<file path="src/rtl/exu_issue_ctrl.sv">
// exu_issue_ctrl: in-order issue and writeback controller for the execution unit.
// Dispatches decoded ops to ALU/MDU/FPU and tracks the destination register of
// each outstanding multi-cycle op. Decode is stalled on structural and register
// hazards. The single register-file write port is shared between held MDU/FPU
// results and same-cycle ALU results.
module exu_issue_ctrl (
  input  logic        iClk,
  input  logic        iRst,
  input  logic        iValid,
  input  logic [1:0]  iExuOp,
  input  logic        iEnWrite,
  input  logic [4:0]  iAddrWrite,
  input  logic        iEnRead0,
  input  logic        iEnRead1,
  input  logic [4:0]  iAddrRead0,
  input  logic [4:0]  iAddrRead1,
  input  logic [31:0] iAluResult,
  input  logic        iMduDone,
  input  logic        iFpuDone,
  input  logic [31:0] iMduResult,
  input  logic [31:0] iFpuResult,
  output logic        oStall,
  output logic        oMduStart,
  output logic        oFpuStart,
  output logic        oMduBusy,
  output logic        oFpuBusy,
  output logic        oWbEn,
  output logic [4:0]  oWbAddr,
  output logic [31:0] oWbData,
  output logic [1:0]  oWbSrc
);

  // Per-unit FSM encoding. Index 0 is the MDU, index 1 the FPU.
  localparam logic [1:0] StIdle = 2'd0;
  localparam logic [1:0] StBusy = 2'd1;
  localparam logic [1:0] StHold = 2'd2;

  localparam logic [1:0] SrcAlu = 2'b00;
  localparam logic [1:0] SrcMdu = 2'b01;
  localparam logic [1:0] SrcFpu = 2'b10;

  logic [1:0]       opUnit;      // one-hot target unit; zero means ALU
  logic             opIsAlu;
  logic [1:0]       unitDone;
  logic [1:0][31:0] unitResult;
  logic [1:0]       unitActive;  // BUSY or HOLD
  logic [1:0]       unitInHold;
  logic [1:0]       unitHazard;
  logic [1:0][4:0]  unitDest;
  logic [1:0][31:0] unitData;
  logic [1:0]       grant;
  logic             structStall;
  logic             stallReq;
  logic             accept;

  assign unitDone   = {iFpuDone, iMduDone};
  assign unitResult = {iFpuResult, iMduResult};

  // Decode the target unit, evaluate stall conditions and arbitrate the write port
  always_comb begin
    case (iExuOp)
      2'b01:   opUnit = 2'b01;
      2'b10:   opUnit = 2'b10;
      default: opUnit = 2'b00;
    endcase
    opIsAlu     = (opUnit == 2'b00);
    structStall = |(opUnit & unitActive);
    // An ALU op can only take the port if no result was already waiting for it.
    stallReq    = iValid & (structStall | (|unitHazard) | (opIsAlu & (|unitInHold)));
    accept      = iValid & ~stallReq & ~iRst;
    // The MDU hold wins; a simultaneous FPU hold waits a cycle.
    grant[0]    = unitInHold[0] & ~iRst;
    grant[1]    = unitInHold[1] & ~unitInHold[0] & ~iRst;
  end

  for (genvar g = 0; g < 2; g++) begin : gUnit
    logic [1:0]  state;
    logic [1:0]  stateNext;
    logic [4:0]  dest;
    logic [4:0]  destNext;
    logic        wr;
    logic        wrNext;
    logic [31:0] data;
    logic [31:0] dataNext;

    // Unit state register; reset abandons any outstanding op
    always_ff @(posedge iClk) begin
      if (iRst) begin
        state <= StIdle;
        dest  <= 5'd0;
        wr    <= 1'b0;
        data  <= 32'd0;
      end else begin
        state <= stateNext;
        dest  <= destNext;
        wr    <= wrNext;
        data  <= dataNext;
      end
    end

    // Unit next-state: dispatch, completion (held or discarded) and drain
    always_comb begin
      stateNext = state;
      destNext  = dest;
      wrNext    = wr;
      dataNext  = data;
      case (state)
        StIdle: begin
          if (accept & opUnit[g]) begin
            stateNext = StBusy;
            destNext  = iAddrWrite;
            wrNext    = iEnWrite;
          end else begin
            stateNext = StIdle;
          end
        end
        StBusy: begin
          if (unitDone[g] & wr) begin
            stateNext = StHold;
            dataNext  = unitResult[g];
          end else if (unitDone[g]) begin
            stateNext = StIdle;
            wrNext    = 1'b0;
          end else begin
            stateNext = StBusy;
          end
        end
        StHold: begin
          if (grant[g]) begin
            stateNext = StIdle;
            wrNext    = 1'b0;
          end else begin
            stateNext = StHold;
          end
        end
        default: begin
          stateNext = StIdle;
          wrNext    = 1'b0;
        end
      endcase
    end

    assign unitActive[g] = (state != StIdle);
    assign unitInHold[g] = (state == StHold);
    assign unitDest[g]   = dest;
    assign unitData[g]   = data;
    // Full 5-bit compare: r0 is tracked like any other register.
    assign unitHazard[g] = (state != StIdle) & wr &
                           ((iEnRead0 & (iAddrRead0 == dest)) |
                            (iEnRead1 & (iAddrRead1 == dest)) |
                            (iEnWrite & (iAddrWrite == dest)));
  end

  // Drive stall, dispatch, busy and writeback outputs; all forced low in reset
  always_comb begin
    oStall    = stallReq & ~iRst;
    oMduStart = accept & opUnit[0];
    oFpuStart = accept & opUnit[1];
    oMduBusy  = unitActive[0] & ~iRst;
    oFpuBusy  = unitActive[1] & ~iRst;
    if (grant[0]) begin
      oWbEn   = 1'b1;
      oWbAddr = unitDest[0];
      oWbData = unitData[0];
      oWbSrc  = SrcMdu;
    end else if (grant[1]) begin
      oWbEn   = 1'b1;
      oWbAddr = unitDest[1];
      oWbData = unitData[1];
      oWbSrc  = SrcFpu;
    end else if (accept & opIsAlu & iEnWrite) begin
      oWbEn   = 1'b1;
      oWbAddr = iAddrWrite;
      oWbData = iAluResult;
      oWbSrc  = SrcAlu;
    end else begin
      oWbEn   = 1'b0;
      oWbAddr = 5'd0;
      oWbData = 32'd0;
      oWbSrc  = SrcAlu;
    end
  end

endmodule

</file>
<file path="config.mk">
export PLATFORM = sky130hd
export DESIGN_NAME = exu_issue_ctrl
export DESIGN_NICKNAME = d
export VERILOG_FILES = /design/src/rtl/exu_issue_ctrl.sv
export SDC_FILE = /design/constraint.sdc
export NUM_CORES = 1
export LEC_CHECK = 0
export CORE_ASPECT_RATIO = 0.9
export CORE_MARGIN = 1.5
export CORE_UTILIZATION = 35
export DETAILED_ROUTE_END_ITERATION = 8
export GPL_TIMING_DRIVEN = 0
export PLACE_DENSITY_LB_ADDON = 0.12
export SLEW_MARGIN = 20
export SYNTH_ARGS = -nofsm -noshare
export SYNTH_HDL_FRONTEND = slang
export SYNTH_SLANG_ARGS = --single-unit
export TNS_END_PERCENT = 100
</file>
<file path="constraint.sdc">
create_clock -name iClk -period 6.2 [get_ports iClk]
set_clock_uncertainty 0.15 [all_clocks]
set_input_delay 1.24 -clock iClk [delete_from_list [all_inputs] [get_ports iClk]]
set_output_delay 1.24 -clock iClk [all_outputs]
set_load 0.02 [all_outputs]
</file>
### Word level (Yosys, flattened, before mapping)

Cells that the tools add are included.

* flip-flop bits (word level): 80
* output and inout port bits: 45

* bitwise gates (word level): 36
* reductions and logical operators: 14
* mux-type cells: 32
* eq/ne operators: 20

Operators by type and width (number)
* 32-bit two-way mux: 3
* 5-bit equality test: 6
* 1-bit bitwise AND: 26
* 1-bit two-way mux: 15
* 5-bit two-way mux: 3
* 2-bit two-way mux: 6
* 2-bit inequality test (second input constant): 6
* 2-bit case mux with 3 select lines: 2
* 2-bit AND reduction: 4
* 4-bit AND reduction: 2
* 2-bit by 1-bit equality test with 1-bit output (second input constant): 3
* 2-bit equality test (second input constant): 3
* 2-bit zero test: 3
* 1-bit OR: 6
* 1-bit case mux with 3 select lines: 2
* 2-bit OR reduction: 3
* 2-bit by 1-bit inequality test with 1-bit output (second input constant): 2
* 2-bit case mux with 2 select lines: 1
* 2-bit nonzero test: 2
* 1-bit NOT: 3
* 2-bit bitwise AND: 1

### Depth between registers and ports, before layout

Gate-level depths: netlist (run 1).

* depth after elaboration: 17
* depth in mapped cells: 10
* depth with buffers taken out: 8

### Worst setup path before layout (run 1)

No wires, ideal clock.

* path type: input-to-output
* start: input iExuOp[0]
* end: output oWbData[10]
* required time: 4.810 ns
* path slack: 2.118 ns
* buffers on the path: 1
* data arrival time: 2.692 ns
* cell stages on the path: 9
* cells stage by stage: inv_1 ha_1 o21ai_0 and2_1 nand2_1 nor2_1 nand4_2 buf_2 o21ai_0

* cells in the longest elaborated chain, start to end: 15

RTL lines
* start: declaration: RTL line 10 `input logic [1:0] iExuOp,`
* 2-bit equality test or 2-bit by 1-bit equality test with 1-bit output (tied branches): RTL line 61 `case (iExuOp)`
* 2-bit case mux with 2 select lines (*): RTL line 61
* 2-bit bitwise AND: RTL line 67 `structStall = |(opUnit & unitActive);`
* 2-bit OR reduction: RTL line 67
* 1-bit OR (2 in a row): RTL line 69 `stallReq = iValid & (structStall | (|unitHazard) | (opIsAlu & (|unitInHold)));`
* 1-bit bitwise AND: RTL line 69
* 1-bit NOT: RTL line 70 `accept = iValid & ~stallReq & ~iRst;`
* 1-bit bitwise AND (2 in a row): RTL line 70
* 1-bit bitwise AND (*) (2 in a row): RTL line 171 `end else if (accept & opIsAlu & iEnWrite) begin`
* 32-bit two-way mux (*): RTL line 171
* 32-bit two-way mux (*): RTL line 166 `end else if (grant[1]) begin`
* 32-bit two-way mux (*): RTL line 161 `if (grant[0]) begin`
* end: declaration: RTL line 29 `output logic [31:0] oWbData,`

Mark *: on every way between the ends. The rest lies on a longest branch, timed or not.

### Worst setup path after layout (run 1)

* start: input iAddrWrite[0]
* end: output oWbEn

* cells in the longest elaborated chain, start to end: 16

RTL lines
* start: declaration: RTL line 12 `input logic [4:0] iAddrWrite,`
* 5-bit equality test: RTL line 151 `(iEnWrite & (iAddrWrite == dest)));`
* 1-bit bitwise AND: RTL line 151
* 1-bit OR: RTL line 150 `(iEnRead1 & (iAddrRead1 == dest)) |`
* 1-bit bitwise AND: RTL line 148 `assign unitHazard[g] = (state != StIdle) & wr &`
* 2-bit OR reduction (*): RTL line 69
* 1-bit OR (*) (2 in a row): RTL line 69
* 1-bit bitwise AND (*): RTL line 69
* 1-bit NOT (*): RTL line 70
* 1-bit bitwise AND (*) (2 in a row): RTL line 70
* 1-bit bitwise AND (*) (2 in a row): RTL line 171
* 1-bit two-way mux (*): RTL line 171
* 1-bit two-way mux (*): RTL line 166
* 1-bit two-way mux (*): RTL line 161
* end: declaration: RTL line 27 `output logic oWbEn,`

Marks and branches as above.

==> reports/qor.yml, run 1 <==
outcome:
  outcome: "completed"
routing:
  wl_per_cell_um: 15.5
  drt_pass1_iterations: 5
  drc: 0
  finalWirelength_mm: 14.0
  viasPerCell: 5.03
  first_iter_violations: 253
  vias: 4534
  final_antenna_net_count: 0
sta:
  finalSetupViolations: 0
  finalCriticalPeriod_ns: 5.28
  fin_tns_setup_ns: 0
  fin_crit_sh_pct: 85.2
  finalHoldViolations: 0
  rsz0062_at_grt: "no"
  hold_slack_ns: 0.304
  report.final.slew_viol_count: 0
  fmax_mhz: 189
  slew_headroom_pct: 51.1
  tightest_slew_ns: 0.727
global_routing:
  grt_start_max_net_pins: 14
  grt_util_all_layers_pct: 22.3
  grt_pass1_wl_mm: 22.7
  overflow: 0
  grt_antenna_before_repair: 0
  grt_pass1_vias: 4724
worst_setup_path:
  critical_path_class: "in2out"
  crit_required_ns: 4.81
  cp.arrival_ns: 3.89
  critPathCaptureType: "output port"
  start_kind: "primary input"
  critPathMaxFanout: 10
  reg2regPathDepth: 7
floorplan:
  start_util_pct: 36.4
  fp-row-count: 37
  die_w_um: 119
  coreArea_um2: 11600
  ios: 166
  die_y_um: 107
  dieArea_um2: 12700
clock_network:
  cts_setup_buffers: 0
  cts.reportedPaths.clkPinSlew_ns: 0.06
  ctsHoldBuffers: 0
  cts_tree: "built"
  cts.path.max_buffers: 2
  ctsResizeCount: 0
  numCtsBuffers: 9
  cts.sinks: 80
  clk_latency_ns: 0.32
  htree_levels: 3
  clk_root_buffer_cell: "clkbuf_16"
placed_design:
  dpl.hpwl_mm: 10.6
  port_buffers: 164
  routabilityCongestion: 0.906
yosys:
  synthXorXnorAreaFrac_pct: 6.23
  syn_area_um2: 4220
  synthAdderAreaFrac_pct: 0.594
  ys_seq_elements: 80
  yosys_warnings: 0
  synth.top_cell.area_share_pct: 38.0
  synthCells: 565
  synth_top_family_by_area: "compound AO/OA/AOI/OAI gates"
  syn_avg_cell_area_um2: 7.46
  synth-edff-count: 0
  synthMostInstantiatedCell: "nand2_1"
  async_flop_share_pct: 0
  synth-compound-area-share_pct: 25.3
  synthTopCellsByCount: "nand2_1, a21oi_1, dfxtp_1, inv_1, a22oi_1"
  synthTopCellsByArea: "dfxtp_1, nand2_1, a21oi_1, a22oi_1, o21ai_2"
  yosysTopAreaCell: "dfxtp_1"
  syn-num-nets: 688
  synth_cell_types: 40
  ys.flop_type: "dfxtp_1"
  synth-simple-area-share_pct: 21.7
  ys_seq_area_share_pct: 38.0
  muxShareOfSynthArea_pct: 0.237
cells_and_area:
  nets: 863
  multiInputGateArea_um2: 2280
  syn_to_final_growth_pct: 51.2
  drive_gt1_share_pct: 7.79
  seqCellArea_um2: 1600
  antennaDiodeCount: 0
  n_fill_cell: 1105
min_path:
  hold_path.class: "reg2reg"
  whs_path_depth: 2
power:
  ir_drop_mv: 0.183
  power_density_nw_per_um2: 196
  leakagePower_nw: 2.25
flow_run:
  drv_cap: 0
## final cells by class
type | instances | share of cell area, %
clock buffers | 12 | 3.87
repair buffers | 164 | 25.8
flip-flops and latches | 80 | 25.1
clock inverters | 4 | 1.20
multi-input cells | 406 | 35.7
well taps | 156 | 3.06
plain buffers | 38 | 2.85
inverters | 41 | 2.41
## kinds of logic after synthesis
family                     count (synthesis)
AOI/OAI and AO/OA                        176
muxes                                      1
buffers and inverters                     79
xor gates and xnor gates                  30
DFF                                       80
and+or+nand+nor                          197
adders and majority gates                  2
## critical path, cell delays in order
cell and delay [ns]:
clkdlybuf4s50_1 0.62, xnor2_1 0.17, nand4_1 0.11, nor4_1 0.46
nor3_4 0.12, nand4_2 0.17, buf_6 0.18, buf_6 0.19
o21ai_2 0.07, clkdlybuf4s50_1 0.57
## metal layers
| metal | up-vias | share of wire [%] | track usage [%] |
|---|---|---|---|
| met4 | 0 | 1.4 | 6.20 |
| li1 | 2254 | - | - |
| met5 | - | 0 | 0 |
| met3 | 15 | 7.6 | 5.74 |
| met2 | 166 | 46 | 37.0 |
| met1 | 2099 | 45 | 28.7 |
## placed cells by master (no fill, tap or decap), types with 2 or more instances in the layout
cell,instances
and2_1,2
nand3_1,13
nand4_2,2
o21ai_2,21
bufinv_16,2
buf_2,7
inv_1,41
nand2b_1,5
nor4_1,4
o21ai_1,7
or3_1,2
nor2b_1,3
nor4_2,3
xnor2_1,19
clkbuf_16,9
dfxtp_1,80
xor2_1,11
nand4_1,6
clkdlybuf4s50_1,164
nor2_1,10
o21ai_0,28
a21oi_1,81
clkbuf_1,28
a22oi_1,37
ha_1,2
buf_6,4
nor3_1,2
nand2_1,134
## power by group
group          total [mW]  leakage (nW)  internal, mW  switching (mW)
logic               0.153          1.45        0.0944          0.0586
registers           0.520         0.645         0.516         0.00408
clock network       0.578         0.153         0.366           0.213
total                1.25          2.25         0.976           0.275
## flip-flops by register name, indices dropped and copies added (netlist names)
name and count:
gUnit.data 64, gUnit.dest 10, gUnit.state 4, gUnit.wr 2
## through the flow
step | area, um2 | power (mW) | worst slack (ns) | instances | utilization, %
finish | 6370 | 1.25 | 0.916 | 901 | 55.1
global route | 6370 | 1.29 | 0.772 | 901 | 55.1
CTS | 6370 | 1.26 | 0.899 | 901 | 55.1
detailed placement | 6050 | 0.685 | 0.898 | 885 | 52.3
global placement | 6050 | 0.683 | 0.945 | 885 | 52.3
floorplan | 4220 | 0.581 | 2.12 | 565 | -
## final timing paths
path                     startpoint                 to  slack, ns
setup / recovery      iAddrWrite[0]              oWbEn       0.92
hold / removal    gUnit[1].data[19]  gUnit[1].data[19]       0.30
setup reg to reg   gUnit[1].dest[0]   gUnit[0].dest[3]       4.04
hold reg to reg   gUnit[1].data[19]  gUnit[1].data[19]       0.30
Note: power is estimated with default switching activity, not from simulation.
==> run 2: changes to the inputs <==
--- a/config.mk
+++ b/config.mk
@@ -7,10 +7,11 @@
 export LEC_CHECK = 0
 export CORE_ASPECT_RATIO = 0.9
 export CORE_MARGIN = 1.5
-export CORE_UTILIZATION = 35
+export CORE_UTILIZATION = 47
 export DETAILED_ROUTE_END_ITERATION = 8
 export GPL_TIMING_DRIVEN = 0
 export PLACE_DENSITY_LB_ADDON = 0.12
+export SKIP_CTS_REPAIR_TIMING = 1
 export SLEW_MARGIN = 20
 export SYNTH_ARGS = -nofsm -noshare
 export SYNTH_HDL_FRONTEND = slang
==> constraint.sdc (replaced) <==
create_clock -name iClk -period 6.2 [get_ports iClk]
set_clock_uncertainty 0.15 [all_clocks]
set_input_delay 1.24 -clock iClk [delete_from_list [all_inputs] [get_ports iClk]]
set_output_delay 1.24 -clock iClk [all_outputs]
set_load 0.005 [all_outputs]
==> run 2 against run 1 <==
  * Power fell by 17%
  * Clock power down 35%
  * Non-clock buffer count did not move
  * Critical path type unchanged
  * Final area is 2.8% lower
  * Core utilization is 17 points higher
  * Maximum frequency up 1.3%
==> reports/qor.yml, run 2 (synthesized netlist as in run 1, its figures left out) <==
worst_setup_path:
  crit_required_ns: 4.81  # about the same
  critPathCaptureType: "output port"
  start_kind: "primary input"
  slowest_stage: "clkdlybuf4s50_1"
  crit_start: "iAddrWrite[1]"
  critical_path_class: "in2out"
  r2r_slack_ns: 4.03  # about the same
  reg2regPathDepth: 6  # -1
  crit_chain: "clkdlybuf4s50_1, xnor2_1, nand4_1, nor4_1, nor3_4, nand4_2, buf_6, buf_6, o21ai_2, clkdlybuf4s50_1"
  r2r_start: "gUnit[0].state[0]"
  cp.arrival_ns: 3.83  # -0.06 ns
  critPathMaxFanout: 10  # unchanged
  slowest_delay_ns: 0.60  # -0.02 ns
  reg2reg_to: "gUnit[1].wr"
clock_network:
  clk_latency_ns: 0.34  # +0.02 ns
  cts.sinks: 80  # unchanged
  htree_levels: 3  # unchanged
  cts_tree: "built"
  numCtsBuffers: 9  # unchanged
  cts.reportedPaths.clkPinSlew_ns: 0.08  # +0.02 ns
  cts.path.max_buffers: 2  # unchanged
  clk_root_buffer_cell: "clkbuf_8"
floorplan:
  die_y_um: 92.8  # -13%
  fp-row-count: 32  # -14%
  ios: 166  # unchanged
  dieArea_um2: 9550  # -25%
  coreArea_um2: 8650  # -25%
  start_util_pct: 48.7  # +12 points
  die_w_um: 103  # -13%
cells_and_area:
  antennaDiodeCount: 0  # unchanged
  layout_common_cells: "clkdlybuf4s50_1, nand2_1, a21oi_1"
  drive_gt1_share_pct: 7.79  # unchanged
  regMostFlops: "gUnit.data"
  nets: 863  # unchanged
  final_common_cell: "clkdlybuf4s50_1"
  n_fill_cell: 749  # -32%
  largest_registers: "gUnit.data x64, gUnit.dest x10, gUnit.state x4"
  syn_to_final_growth_pct: 46.9
  largest_reg_flops: 64  # unchanged
routing:
  first_iter_violations: 196  # -23%
  viasPerCell: 5.30  # +5.3%
  wl_per_cell_um: 15.1  # -2.5%
  drt_pass1_iterations: 4  # -1
  finalWirelength_mm: 13.1  # -6.5%
  final_antenna_net_count: 0  # unchanged
  drc: 0  # unchanged
  vias: 4578  # +0.97%
power:
  power_density_nw_per_um2: 169  # -14%
  leakagePower_nw: 2.19  # -2.7%
  ir_drop_mv: 0.103  # -44%
global_routing:
  grt_pass1_wl_mm: 20.8  # -8.4%
  grt_antenna_before_repair: 0  # unchanged
  grt_pass1_vias: 4443  # -5.9%
  grt_util_all_layers_pct: 27.8  # +5.5 points
  grt_start_max_net_pins: 14  # unchanged
  overflow: 0  # unchanged
sta:
  fmax_mhz: 192  # +1.3%
  finalHoldViolations: 0  # unchanged
  finalSetupViolations: 0  # unchanged
  hold_slack_ns: 0.306  # +0.00183 ns
  fin_tns_setup_ns: 0  # unchanged
  slew_headroom_pct: 49.8  # -1.3 points
  report.final.slew_viol_count: 0  # unchanged
  finalCriticalPeriod_ns: 5.22  # -0.0679 ns
  tightest_slew_ns: 0.747  # +0.0192 ns
  rsz0062_at_grt: "no"
  fin_crit_sh_pct: 84.1  # -1.1 points
flow_run:
  drv_cap: 0  # unchanged
min_path:
  hold_path.class: "reg2reg"
  whs_path_depth: 2  # unchanged
  min_to: "gUnit[1].data[0]"
  holdCritStartpoint: "gUnit[1].data[0]"
placed_design:
  routabilityCongestion: 0.912  # +0.64%
  dpl.hpwl_mm: 9.86  # -6.8%
  port_buffers: 164  # unchanged
outcome:
  outcome: "completed"
[run 2: worst max-delay path, delay by kind of cell]
family                    cells  cell delay [ns]
AOI/OAI and AO/OA             1             0.08
xor gates and xnor gates      1             0.16
buffers and inverters         4             1.45
and+or+nand+nor               4             0.89
[run 2: cell type report]
| type | instances | area, um2 | share of cell area [%] |
|---|---|---|---|
| clock inverters | 5 | 56.3 | 0.909 |
| plain buffers | 38 | 181 | 2.93 |
| multi-input cells | 406 | 2280 | 36.8 |
| flip-flops and latches | 80 | 1600 | 25.9 |
| well taps | 119 | 149 | 2.40 |
| inverters | 41 | 154 | 2.48 |
| clock buffers | 11 | 131 | 2.12 |
| repair buffers | 164 | 1640 | 26.5 |
[run 2: report_power, final]
part / internal [mW] / switching (mW) / leakage, nW
Sequential: 0.516 / 0.00392 / 0.645
Combinational: 0.0942 / 0.0522 / 1.45
Clock: 0.187 / 0.191 / 0.0937
Total: 0.797 / 0.247 / 2.19
[run 2: worst max-delay path by stage]
stage               endpoint  slack (ns)
floorplan              oWbEn        2.38
global placement       oWbEn        1.08
detailed placement     oWbEn         1.0
CTS                    oWbEn        1.00
global route           oWbEn        0.79
finish                 oWbEn        0.98
[run 2: per-layer routing]
layer | track usage (%) | vias up | share of wire [%]
met1 | 35.6 | 2104 | 42
met3 | 6.04 | 16 | 7.7
li1 | - | 2259 | -
met4 | 9.12 | 0 | 1.3
met2 | 46.3 | 199 | 49
met5 | 0 | - | 0
[run 2: metrics by stage]
stage               util, %  instances  total power [mW]  instance area [um2]  setup slack [ns]
global placement       69.4        848             0.674                 6010              1.08
floorplan                 -        565             0.574                 4220              2.38
global route           71.6        864              1.08                 6190             0.795
detailed placement     69.4        848             0.677                 6010             0.997
finish                 71.6        864              1.04                 6190             0.984
CTS                    71.6        864              1.05                 6190              1.00
